File: config.mk
export PLATFORM = sky130hd
export DESIGN_NAME = uart_mmio_tx
export DESIGN_NICKNAME = d
export VERILOG_FILES = /design/src/rtl/uart_mmio_tx.sv
export SDC_FILE = /design/constraint.sdc
export NUM_CORES = 1
export LEC_CHECK = 0
export ABC_AREA = 1
export BUFFER_PORTS_ARGS = -buffer_cell sky130_fd_sc_hd__buf_2
export CAP_MARGIN = 15
export CORE_UTILIZATION = 49
export CTS_CLUSTER_SIZE = 28
export DETAILED_ROUTE_END_ITERATION = 10
export GPL_ROUTABILITY_DRIVEN = 0
export PLACE_DENSITY = 0.76
export SETUP_SLACK_MARGIN = 0.15
export SKIP_CTS_REPAIR_TIMING = 1
export SLEW_MARGIN = 10
export SYNTH_ARGS = -nofsm -noshare
export SYNTH_HDL_FRONTEND = slang
export SYNTH_SLANG_ARGS = --single-unit
File: constraint.sdc
create_clock -name clk -period 2.74 [get_ports clk]
set_clock_uncertainty 0.2 [all_clocks]
set_input_delay 0.274 -clock clk [delete_from_list [all_inputs] [get_ports clk]]
set_output_delay 0.274 -clock clk [all_outputs]
set_load 0.005 [all_outputs]
File: src/rtl/uart_mmio_tx.sv
// Memory-mapped UART transmitter: buffers core stores in a FIFO, sends 8N1.
// Ports: clk, rst_n, WEI, Rd_sel, WD[31:0] in; RD[31:0], tx, tx_busy out.
module uart_mmio_tx #(
  parameter int CLKS_PER_BIT = 434,
  parameter int FIFO_DEPTH   = 4
) (
  input  logic        clk,
  input  logic        rst_n,
  input  logic        WEI,
  input  logic        Rd_sel,
  input  logic [31:0] WD,
  output logic [31:0] RD,
  output logic        tx,
  output logic        tx_busy
);

  localparam int PW = $clog2(FIFO_DEPTH);
  localparam int BW = $clog2(CLKS_PER_BIT);

  localparam logic [BW-1:0] BAUD_MAX =
    BW'(CLKS_PER_BIT - 1);
  localparam logic [3:0] DEPTH_C =
    4'(FIFO_DEPTH);

  typedef enum logic [1:0] {
    S_IDLE,
    S_START,
    S_DATA,
    S_STOP
  } state_t;

  state_t          state_q, state_d;
  logic [BW-1:0]   baud_q, baud_d;
  logic [2:0]      bit_q, bit_d;
  logic [7:0]      shift_q, shift_d;
  logic [7:0]      mem_q [FIFO_DEPTH];
  logic [7:0]      mem_d [FIFO_DEPTH];
  logic [PW-1:0]   wr_ptr_q, wr_ptr_d;
  logic [PW-1:0]   rd_ptr_q, rd_ptr_d;
  logic [3:0]      count_q, count_d;
  logic            ovf_q, ovf_d;
  logic            tx_q, tx_d;

  logic            fifo_full;
  logic            fifo_empty;
  logic            baud_end;
  logic            pop;
  logic            data_wr;
  logic            ctl_wr;
  logic            push;
  logic            unused_wd;

  assign unused_wd  = ^WD[31:9];

  assign fifo_full  = (count_q == DEPTH_C);
  assign fifo_empty = (count_q == 4'd0);
  assign baud_end   = (baud_q == BAUD_MAX);

  assign data_wr = WEI & ~WD[8];
  assign ctl_wr  = WEI &  WD[8];

  // A pop on the same edge frees a slot,
  // so a full FIFO can still take a byte.
  assign push = data_wr & (~fifo_full | pop);

  // Transmit FSM: next state, baud/bit
  // counters and the head pop.
  always_comb begin
    state_d = state_q;
    baud_d  = baud_q;
    bit_d   = bit_q;
    shift_d = shift_q;
    pop     = 1'b0;
    unique case (state_q)
      S_IDLE: begin
        baud_d = '0;
        bit_d  = 3'd0;
        if (!fifo_empty) begin
          pop     = 1'b1;
          shift_d = mem_q[rd_ptr_q];
          state_d = S_START;
        end
      end
      S_START: begin
        if (baud_end) begin
          baud_d  = '0;
          bit_d   = 3'd0;
          state_d = S_DATA;
        end else begin
          baud_d = baud_q + BW'(1);
        end
      end
      S_DATA: begin
        if (baud_end) begin
          baud_d = '0;
          if (bit_q == 3'd7) begin
            state_d = S_STOP;
          end else begin
            bit_d = bit_q + 3'd1;
          end
        end else begin
          baud_d = baud_q + BW'(1);
        end
      end
      S_STOP: begin
        if (baud_end) begin
          baud_d = '0;
          // Chain straight into the next
          // start bit: no idle gap.
          if (!fifo_empty) begin
            pop     = 1'b1;
            shift_d = mem_q[rd_ptr_q];
            state_d = S_START;
          end else begin
            state_d = S_IDLE;
          end
        end else begin
          baud_d = baud_q + BW'(1);
        end
      end
      default: begin
        state_d = S_IDLE;
        baud_d  = '0;
        bit_d   = 3'd0;
      end
    endcase
  end

  // Line level is registered from the
  // current state, so it trails by a cycle.
  always_comb begin
    tx_d = 1'b1;
    unique case (state_q)
      S_IDLE:  tx_d = 1'b1;
      S_START: tx_d = 1'b0;
      S_DATA:  tx_d = shift_q[bit_q];
      S_STOP:  tx_d = 1'b1;
      default: tx_d = 1'b1;
    endcase
  end

  // FIFO storage, pointers, count, overflow.
  always_comb begin
    mem_d    = mem_q;
    wr_ptr_d = wr_ptr_q;
    rd_ptr_d = rd_ptr_q;
    count_d  = count_q;
    ovf_d    = ovf_q;
    if (push) begin
      mem_d[wr_ptr_q] = WD[7:0];
      wr_ptr_d        = wr_ptr_q + PW'(1);
    end
    if (pop) begin
      rd_ptr_d = rd_ptr_q + PW'(1);
    end
    unique case ({push, pop})
      2'b10:   count_d = count_q + 4'd1;
      2'b01:   count_d = count_q - 4'd1;
      default: count_d = count_q;
    endcase
    if (ctl_wr) begin
      ovf_d = 1'b0;
    end else if (data_wr && !push) begin
      ovf_d = 1'b1;
    end
  end

  always_ff @(posedge clk) begin
    if (!rst_n) begin
      state_q  <= S_IDLE;
      baud_q   <= '0;
      bit_q    <= 3'd0;
      shift_q  <= 8'd0;
      wr_ptr_q <= '0;
      rd_ptr_q <= '0;
      count_q  <= 4'd0;
      ovf_q    <= 1'b0;
      tx_q     <= 1'b1;
    end else begin
      state_q  <= state_d;
      baud_q   <= baud_d;
      bit_q    <= bit_d;
      shift_q  <= shift_d;
      wr_ptr_q <= wr_ptr_d;
      rd_ptr_q <= rd_ptr_d;
      count_q  <= count_d;
      ovf_q    <= ovf_d;
      tx_q     <= tx_d;
    end
  end

  // Payload needs no reset: count gates
  // every read of it.
  always_ff @(posedge clk) begin
    mem_q <= mem_d;
  end

  assign tx      = tx_q;
  assign tx_busy = (state_q != S_IDLE)
                 | ~fifo_empty;

  assign RD = Rd_sel
    ? {24'b0, count_q, ovf_q,
       fifo_empty, fifo_full, tx_busy}
    : 32'b0;

endmodule

Yosys cells after proc, flatten, opt, wreduce, memory -nomap -nowiden
Cells that the tools add are included.

Memory bits (writable): 0. Logic and storage cells: 93. Memories: 0. Output and inout port bits: 34. Input bits: 36. Register bits: 64. Bits in read-only memories: 0. Bits in latches: 0.

Bitwise logic cells: 11. Reductions and logical operators: 15. Shift-type cells: 0. Equal/unequal tests: 14. Mux-type cells: 30. Order comparisons: 4. Divide/modulo/power cells: 0. Multiply operators: 0. Add/subtract/negate cells: 6.

Operators by type and width (count): $mux W8 (6); $bwmux W32 (1); $pmux W9 S2 (1); $bmux W8 S2 (1); $demux W8 S2 (1); $pmux W8 S2 (1); $ne A2 B2 Y1 const B (6); $mux W2 (5); $add A9 B1 Y9 const B (1); $eq A9 B9 Y1 const B (1); $mux W3 (3); $mux W9 (1); $pmux W3 S3 (1); $pmux W2 S4 (1); $pmux W4 S2 (1); $eq A2 B2 Y1 const B (3); $ge A3 B3 Y1 const B (2); $not A2 Y3 (2); $reduce_bool A2 Y1 (3); $reduce_and A5 Y1 (1); $add A2 B1 Y2 const B (2); $add A4 B1 Y4 const B (1); $eq A2 B1 Y1 const B (2); $eq A4 B3 Y1 const B (1); other kinds (21) (32).

Longest topological paths before layout
Gate-level depths: netlist of run 1.

Depth in word-level cells: 8. Mapped depth: 19.

Worst setup path before layout of run 1
No wires, ideal clock.

Path type: register to register. Start point: register state_q[0]. End point: register count_q[3]. Path slack: 0.174 ns. Stages on the path, launching flop included: 18. Period minus slack after synthesis: 2.566 ns. Arrival: 2.246 ns. Cells stage by stage: dfxtp_1 inv_1 ha_1 o21ai_2 nor2_4 nand2_4 nand2_4 nand2_4 ha_1 ha_1 nand2_1 inv_1 o21ai_0 nand2_1 nand2_1 nand2_1 nand2_1 a21oi_1.

Word-level cells in the longest chain between the ends: 6. Elaborated cells between the ends (all ways): 9. Those cells by class: 3 x eq/ne; 2 x mux; 2 x bitwise; 2 x reduce/logical.

RTL lines: start, declared (RTL line 32) `state_t state_q, state_d;`; start signal, assigned (RTL line 180) `state_q <= state_d;`; $eq A2 B2 Y1 / $logic_not A2 Y1 (equally long branches) (RTL line 74) `unique case (state_q)`; $pmux W1 S2 * (RTL line 74); $or A1 B1 Y1 (RTL line 64) `assign push = data_wr & (~fifo_full | pop);`; $and A1 B1 Y1 (RTL line 64); $eq A2 B1 Y1 / $eq A2 B2 Y1 (equally long branches) (RTL line 156) `unique case ({push, pop})`; $pmux W4 S2 / $reduce_bool A2 Y1 (equally long branches); end signal, assigned (RTL line 186) `count_q <= count_d;`; end, declared (RTL line 40) `logic [3:0] count_q, count_d;`.

Every way passes the cells marked *; elsewhere a longest branch is shown, timed or not. A chain may end at the register's enable or synchronous reset.

Final worst setup path of run 1
Start point: register baud_q[1]. End point: register count_q[3].

Word-level cells in the longest chain between the ends: 7. Elaborated cells between the ends (all ways): 9. Those cells by class: 3 x eq/ne; 3 x mux; 2 x bitwise; 1 x reduce/logical.

RTL lines: start, declared (RTL line 33) `logic [BW-1:0] baud_q, baud_d;`; start signal, assigned (RTL line 181) `baud_q <= baud_d;`; $eq A9 B9 Y1 * (RTL line 57) `assign baud_end = (baud_q == BAUD_MAX);`; $mux W1 * (RTL line 106) `if (baud_end) begin`; $pmux W1 S2 * (RTL line 74); $or A1 B1 Y1 (RTL line 64); $and A1 B1 Y1 (RTL line 64); $eq A2 B1 Y1 / $eq A2 B2 Y1 (equally long branches) (RTL line 156); $pmux W4 S2 / $reduce_bool A2 Y1 (equally long branches).

Marks and branches as above.

==> results of run 1 <==
==> metal layers <==
layer / wire length (um) / vias up
li1: - / 1209
met1: 2600 / 1099
met2: 2890 / 57
met3: 212 / 10
met4: 91 / 0
met5: 0 / -
==> flip-flops by register name, summed over array words and instances (netlist names) <==
name      flops
ovf_q         1
shift_q       8
mem_q        32
wr_ptr_q      2
tx            1
bit_q         3
rd_ptr_q      2
state_q       2
count_q       4
baud_q        9
==> tightest hold or removal path: stages <==
cell and delay [ns]:
buf_2 0.10, nand2_1 0.05, nand2_1 0.05, a21oi_1 0.04
==> cell families (layout without fill, tap and decap cells) <==
| family | Yosys count | count (layout) | synth area share (%) |
|---|---|---|---|
| buffers and inverters | 79 | 100 | 12.5 |
| xor gates and xnor gates | 4 | 4 | 1.07 |
| other | 1 | 24 | 0.114 |
| AOI/OAI and AO/OA | 72 | 72 | 12.5 |
| DFF | 64 | 64 | 48.7 |
| adders and majority gates | 17 | 17 | 6.70 |
| and+or+nand+nor | 122 | 122 | 18.4 |
==> path summary, 6_finish.rpt <==
path         startpoint    endpoint  cells after the start
max           baud_q[1]  count_q[3]                     18
min                 WEI       ovf_q                      4
max reg2reg   baud_q[1]  count_q[3]                     18
min reg2reg   baud_q[0]   baud_q[0]                      1
==> power breakdown <==
part	total, mW	switching [mW]	leakage, nW	internal, mW
Combinational	1.29	0.768	0.939	0.519
Sequential	1.29	0.140	0.553	1.15
Clock	0.919	0.377	0.115	0.542
Total	3.50	1.29	1.61	2.21
==> cell usage after synthesis, types with 3 or more instances <==
master and count:
a21oi_1 22, buf_2 5, buf_4 24, dfxtp_1 32
edfxtp_1 32, ha_1 16, inv_1 43, inv_2 3
nand2_1 39, nand2_2 3, nand2_4 5, nand3_1 13
nor2_1 42, nor2_2 7, nor3b_1 3, o21ai_0 25
o21ai_1 6, o21ai_2 8, o22ai_1 8, xnor2_1 4
==> area by class of cell <==
class	count	area share (%)
Inverter	47	4.79
Clock buffer	10	3.68
Tap cell	77	2.58
Sequential cell	64	42.9
Timing Repair Buffer	37	6.56
Multi-Input combinational cell	239	37.1
Clock inverter	6	2.41
==> metrics.txt, run 1 <==
IO Port Bufs=22; max incr delay on CP=between 0.3 and 0.4 ns; NumNets Final=451; Worst EP arrival=2.46 ns; PD cells=about 940 nW/um2; routed via count=approximately 2400; Filler cells=about 560; Cells after Synth=about 360; largest net degree at the start of global routing=20; Worst Max-Slew Pin Slew=0.619 ns; gr ovfl total=0; netlist area before placement=approximately 3300 um2; FF+latch count, synth=64; leading cell types in the layout, fill and taps excluded=inv_1 (43), nor2_1 (41), nand2_1 (39); ANT cells=0; clock latency at the later pin of the worst-skew pair=approximately 0.34 ns; GR Util met1=around a fifth; Core ar.=roughly 6400 um2; Worst Path Buf+Inv=2; top cell type's share of synthesized area=29.2%; Layout area overhead=13.7%; Worst slew margin=58.6%; first-pass GRT wire length=approximately 9.6 mm; clock slew at reported path FFs=0.07 ns; final hold violation count=0; met2 Use GR=29.9%; wire per inst=12.1 um; ranking of synthesized cells by area=edfxtp_1 (29%), dfxtp_1 (19%), ha_1 (6.1%); Fin Setup TNS=0 ns; status=complete, but fails checks; commonest non-fill, non-tap cell in the layout=inv_1; R2R setup slack=0.30 ns; crit path cell chain=inv_1 > ha_1 > nand2_1 > nor2_2 > nand2_4 > nand2_4 > nand2_4 > nand2_4 > nand2_4 > ha_2 > buf_4 > ha_1 > o21ai_2 > nand2_1 > nand2_1 > nand2_1 > nand2_1 > a21oi_1; routed wire length=5.80 mm; clk buf depth=2; P_leak=1.61 nW; Pwr Total=approximately 3.5 mW; GRT Total Usage=approximately 18%; worst hold-check slack=approximately 0.0045 ns; clock sinks=between 60 and 70; pre-CTS setup slack=0.0824 ns; critical path's slowest cell=dfxtp_1; vias per inst=between 4 and 5; fmax=approximately 410 MHz; Hold WC Path Type=input port to flip-flop; CP required=between 2 and 3 ns; fin worst setup slack=roughly 0.3 ns; CTS tree=built; placed inst area=~3400 um2; Top FF cell, synth=edfxtp_1; Starting DRT DRC Count=98; DIE WIDTH=between 80 and 90 um; critical path endpoint category=flip-flop; Mean Syn Cell Area=around 9.2 um2; Finished Core Util=between 50% and 60%; remaining antenna violation count=0; Synth cell types=36; Std-Cell Rows=29; post-synthesis sequential area ratio=48.7%; Placed Cells=roughly 460; area of the multi-input gates=between 1000 and 1500 um2; # setup viols final=0; met3 GRT Util=under 10%; Peak supply drop=about 0.61 mV; Residual DRC=14; Post-synth EDFFs=32; Synth Warn #=0; post-DP HPWL=roughly 4 mm; CP top delay family=simple AND/OR/NAND/NOR gates; Startpoint Class=flip-flop; first-pass detailed-route iteration total=8; Tcrit/Tclk final=89.1%; clock period minus worst slack=around 2.4 ns; vias in the first global route=about 2200; most used routing layer=met2; RSZ-0062 raised after global routing=false; CTS Buf Count=9; layout cells sized above 1=between 20% and 30%; failing checks=design-rule violations; initial antenna violation count=0; maximum fanout along the worst path=6; post-synth top area cell=edfxtp_1; num ports=70; Root Buffer=clkbuf_8; CTS H-tree depth=3; post-route cell area=roughly 3700 um2; asr flop ratio synth=0%; max_cap viols=0; fin. max-slew vios=0; kind of critical path=flip-flop to flip-flop; FF/Latch Area=1600 um2; Die Height=between 80 and 90 um; Layout Cells excl Fill=between 400 and 500; Initial Util=about half; die area=just over 7000 um2
No activity file was read; power rests on OpenSTA's default activity.
==> run 2: changes to the inputs <==
Settings changed: CORE_UTILIZATION 49 to 50, PLACE_DENSITY 0.76 to 0.74.
Clock period 2.74 ns to 2.7 ns, I/O delays scaled along.
==> run 2 against run 1 <==
Compared with the run above: the flow finishes with violations (negative hold slack); core utilization rose by 1.4 points; clock-buffer cell count rose by 1; clock power fell by 14%; cell count rose by 1.3%; global-route usage fell by 0.33 points; critical path depth fell by 2; die area fell by 1.9%; sequential share of layout area fell by 0.52 points; routed wire length fell by 3.1%; register-to-register slack improved by 0.05 ns; maximum frequency rose by 3.8%; critical path type unchanged; critical endpoint unchanged; largest cell class unchanged; largest power group is now combinational cells; highest routed layer unchanged.
==> metrics.txt, run 2 (synthesis results as in run 1) <==
kind of critical path=flip-flop to flip-flop; vias per inst=4.83 (-2.4%); Core ar.=6350 um2 (-1.1%); Most flops, register=mem_q; num ports=70 (unchanged); # setup viols final=0 (unchanged); fmax=425 MHz (+3.8%); gr ovfl total=0 (unchanged); wire per inst=11.6 um (-4.3%); CTS H-tree depth=3 (unchanged); IO Port Bufs=22 (unchanged); commonest non-fill, non-tap cell in the layout=inv_1; Peak supply drop=0.663 mV (+7.9%); critical path endpoint category=flip-flop; Layout area overhead=15.2%; Tcrit/Tclk final=87.1% (-2.0 points); status=complete, but fails checks; Std-Cell Rows=29 (unchanged); Initial Util=51.7% (+0.58 points); Residual DRC=0 (-14); leading cell types in the layout, fill and taps excluded=inv_1 (43), nor2_1 (41), nand2_1 (39); first-pass detailed-route iteration total=4 (-4); clk buf depth=2 (unchanged); worst hold-check slack=-0.00343 ns (-0.00792 ns); R2R setup slack=0.35 ns (+0.05 ns); Startpoint Class=flip-flop; largest net degree at the start of global routing=20 (unchanged); remaining antenna violation count=0 (unchanged); initial antenna violation count=0 (unchanged); Die Height=83.1 um (-0.98%); CTS Buf Count=9 (unchanged); ANT cells=0 (unchanged); layout cells sized above 1=22.2% (+1.7 points); die area=6900 um2 (-1.9%); GRT Total Usage=17.3% (-0.33 points); clock period minus worst slack=2.35 ns (-0.0886 ns); Root Buffer=clkbuf_8; P_leak=1.61 nW (about the same); max reg flops=32 (unchanged); Worst Max-Slew Pin Slew=0.527 ns (-0.0927 ns); CP required=2.77 ns (about the same); Hold Path Origin=WEI; reg2reg start=count_q[2]; NumNets Final=457 (+1.3%); PD cells=917 nW/um2 (-2.0%); Regs by FF count=mem_q x32, baud_q x9, shift_q x8; clock sinks=64 (unchanged); maximum fanout along the worst path=6 (unchanged); DIE WIDTH=83.1 um (-0.98%); post-DP HPWL=3.89 mm (-1.2%); hold path endpoint=ovf_q; CTS tree=built; Worst R2R Path Depth=16 (-2); failing checks=negative hold slack; first-pass GRT wire length=9.33 mm (-3.2%); clock latency at the later pin of the worst-skew pair=0.34 ns (about the same); RSZ-0062 raised after global routing=false; final hold violation count=1 (+1); max_cap viols=0 (unchanged); routed via count=2346 (-1.2%); clock slew at reported path FFs=0.07 ns (about the same); routed wire length=5.62 mm (-3.1%); fin. max-slew vios=0 (unchanged); vias in the first global route=2175 (-0.59%); Worst slew margin=64.8% (+6.2 points); FF-to-FF End=count_q[3]; Worst EP arrival=2.42 ns (-0.04 ns); worst hold path stage count=4 (unchanged); Fin Setup TNS=0 ns (unchanged); Starting DRT DRC Count=89 (-9.2%); Hold WC Path Type=input port to flip-flop
==> run 2: changes by cell type in the layout (fill, tap and decap cells not counted), sizes merged <==
cell	delta
clkbuf	+1
clkinvlp	+2
inv	-2
bufinv	-1
buf	+6
==> run 2: layer usage <==
metal,wire length (um),GRT usage (%)
met4,89,6.74
met2,2680,29.0
met5,0,0
met1,2570,19.8
met3,275,6.86
==> run 2: power breakdown <==
group	total, mW	internal (mW)	switching [mW]	leakage, nW
clock	0.788	0.425	0.363	0.0872
combinational	1.40	0.574	0.829	0.968
sequential	1.28	1.17	0.112	0.554
==> run 2: through the flow <==
step	utilization, %	power (mW)	area, um2	setup slack [ns]	std cells
after CTS	57.1	3.40	3630	0.111	477
after detailed placement	54.1	2.61	3440	0.115	461
after global placement	54.1	2.57	3440	0.147	461
final	59.6	3.47	3790	0.348	486
after floorplan	-	2.35	3370	0.153	382
after global routing	59.6	3.74	3790	0.134	486
==> run 2: layout make-up <==
type | count | area, um2
multi-input combinational | 239 | 1430
clock buffer | 11 | 131
fill | 527 | 2560
inverter | 47 | 179
sequential | 64 | 1610
clock inverter | 5 | 57.6
tap | 77 | 96.3
timing repair buffer | 43 | 290
==> run 2: how the worst max path moves through the flow <==
stage                    start          to  slack (ns)  cells after the start
global placement     baud_q[0]  count_q[3]        0.15                     18
finish              count_q[2]  count_q[3]        0.35                     16
detailed placement   baud_q[0]  count_q[3]        0.12                     18
CTS                  baud_q[0]  count_q[3]        0.11                     17
global route         baud_q[1]  count_q[3]        0.13                     19
floorplan           state_q[0]  count_q[3]        0.15                     17
==> run 2: critical path: stages (launching register included) <==
cell and delay, ns:
dfxtp_1 0.45, nor2_2 0.07, nand2_2 0.13, o21ai_4 0.08, nor2_4 0.10, nand2_4 0.08
nand2_4 0.09, nand2_4 0.06, ha_4 0.18, ha_1 0.26, nand2_1 0.06, inv_1 0.04
o21ai_2 0.12, nand3b_1 0.08, nand2_1 0.07, nand2_1 0.06, a21oi_2 0.12
==> run 3: changes to the inputs <==
Clock period 2.7 ns to 2.3 ns, I/O delays scaled along.
==> run 3 against run 2 <==
Compared with the run above: the flow still finishes with violations (negative hold slack); global-route usage grew 1.3 points; design area rose by 5.6%; combinational power rose by 31%; critical path depth is 1 higher; largest cell class unchanged; largest power group unchanged.
==> metrics.txt, run 3 (synthesis results as in run 1) <==
critical path's slowest cell=dfxtp_4; commonest non-fill, non-tap cell in the layout=nor2_1; Startpoint Class=flip-flop; # setup viols final=0 (unchanged); clock sinks=64 (unchanged); GRT Total Usage=18.5% (+1.3 points); Fin Setup TNS=0 ns (unchanged); CP required=2.33 ns (-0.44 ns); Die Height=83.1 um (unchanged); CTS H-tree depth=3 (unchanged); fmax=444 MHz (+4.4%); max_cap viols=0 (unchanged); Initial Util=51.7% (unchanged); Sequential Power Share=34.7% (-2.2 points); CTS tree=built; IO Port Bufs=22 (unchanged); gr ovfl total=0 (unchanged); first-pass GRT wire length=9.98 mm (+7.0%); Most flops, register=mem_q; wire per inst=12.1 um (+4.9%); Residual DRC=0 (unchanged); max incr delay on CP=0.40 ns (-0.05 ns); Placed Cells=469 (+1.7%); area of the multi-input gates=1460 um2 (+2.3%); Filler cells=517 (-1.9%); routed via count=2453 (+4.6%); initial antenna violation count=0 (unchanged); worst hold-check slack=-0.0308 ns (-0.0274 ns); CTS Buf Count=9 (unchanged); routed wire length=6.08 mm (+8.2%); Root Buffer=clkbuf_8; failing checks=negative hold slack; max reg flops=32 (unchanged); remaining antenna violation count=0 (unchanged); kind of critical path=flip-flop to flip-flop; die area=6900 um2 (unchanged); clock slew at reported path FFs=0.07 ns (about the same); post-DP HPWL=4.12 mm (+5.9%); Clk network pwr share=23.6% (+0.9 points); Sw Share=36.7% (-0.88 points); sw power=1.62 mW (+24%); num ports=70 (unchanged); P_leak=1.70 nW (+5.7%); PD cells=1110 nW/um2 (+21%); fin. max-slew vios=0 (unchanged); first-pass detailed-route iteration total=4 (unchanged); layout cells sized above 1=28.3% (+6.1 points); critical path endpoint category=flip-flop; Starting DRT DRC Count=78 (-12%); Finished Core Util=62.9% (+3.3 points); clk buf depth=2 (unchanged); DIE WIDTH=83.1 um (unchanged); clock latency at the later pin of the worst-skew pair=0.34 ns (about the same); Layout area overhead=21.6%; Int Power=2.80 mW (+29%); Layout Cells excl Fill=501 (+3.1%); Peak supply drop=0.698 mV (+5.3%); vias per inst=4.90 (+1.4%); FF/Latch Area=1620 um2 (+0.78%); crit path cell chain=inv_4 > ha_4 > o21ai_4 > nor2_4 > nand2_4 > nand2_4 > nand2_4 > ha_4 > ha_4 > nand2_2 > inv_2 > o21ai_2 > nand2_1 > nand2_1 > nand2_1 > nand2_2 > a21oi_2; largest net degree at the start of global routing=20 (unchanged); Pwr Total=4.42 mW (+27%); Tcrit/Tclk final=97.9% (+11 points); Hold WC Path Type=input port to flip-flop; clock period minus worst slack=2.25 ns (-0.0996 ns); maximum fanout along the worst path=5 (-1); RSZ-0062 raised after global routing=true; Comb power frac=41.7% (+1.3 points); Worst EP arrival=2.28 ns (-0.14 ns); leading cell types in the layout, fill and taps excluded=nor2_1 (41), inv_1 (39), nand2_1 (36); vias in the first global route=2346 (+7.9%); final hold violation count=1 (unchanged); ANT cells=0 (unchanged); NumNets Final=472 (+3.3%); Std-Cell Rows=29 (unchanged); Regs by FF count=mem_q x32, baud_q x9, shift_q x8; status=complete, but fails checks; Core ar.=6350 um2 (unchanged)
==> run 3: layout make-up <==
type / instances / area share (%)
clock buffers: 11 / 3.29
flip-flops and latches: 64 / 40.5
multi-input cells: 239 / 36.5
repair buffers: 58 / 10.7
well taps: 77 / 2.41
inverters: 47 / 4.54
clock inverters: 5 / 2.07
==> run 3: final timing paths <==
| kind | end | from | slack [ns] | depth (start not counted) |
|---|---|---|---|---|
| setup reg to reg | count_q[3] | state_q[0] | 0.05 | 17 |
| hold reg to reg | ovf_q | ovf_q | 0.24 | 2 |
| setup / recovery | count_q[3] | state_q[0] | 0.05 | 17 |
| hold / removal | ovf_q | WEI | -0.03 | 3 |
==> run 3: critical path, delay by kind of cell, from the launching register on <==
kind                     cells  cell delay, ns
buffers and inverters        2            0.08
AND/OR/NAND/NOR              9            0.57
AO/OA/AOI/OAI                3            0.35
adder cells (fa/ha/maj)      3            0.53
flip-flops                   1            0.40
==> run 3: layer usage <==
| metal | global-route usage (%) | part of all wire (%) | vias to the layer above | wire, um |
|---|---|---|---|---|
| li1 | - | - | 1256 | - |
| met1 | 20.5 | 44 | 1126 | 2660 |
| met2 | 33.1 | 51 | 58 | 3090 |
| met3 | 4.57 | 3.2 | 13 | 197 |
| met4 | 9.09 | 2.2 | 0 | 132 |
| met5 | 0 | 0 | - | 0 |
==> run 3: stage by stage <==
stage | setup slack (ns) | area (um2) | hold WS, ns
floorplan | 0.0623 | 3460 | 0.129
global placement | 0.0504 | 3610 | 0.233
detailed placement | 0.0285 | 3610 | 0.235
CTS | 0.0154 | 3830 | -0.114
global route | -0.0716 | 4000 | -0.00926
finish | 0.0474 | 4000 | -0.0308
==> run 3: power groups by stage <==
stage	Clock [mW]	Sequential, mW	Combinational [mW]
after floorplan	0	1.51	1.36
after global placement	0	1.54	1.67
after detailed placement	0	1.55	1.72
after CTS	1.05	1.53	1.74
after global routing	1.09	1.56	2.06
final	1.04	1.53	1.84
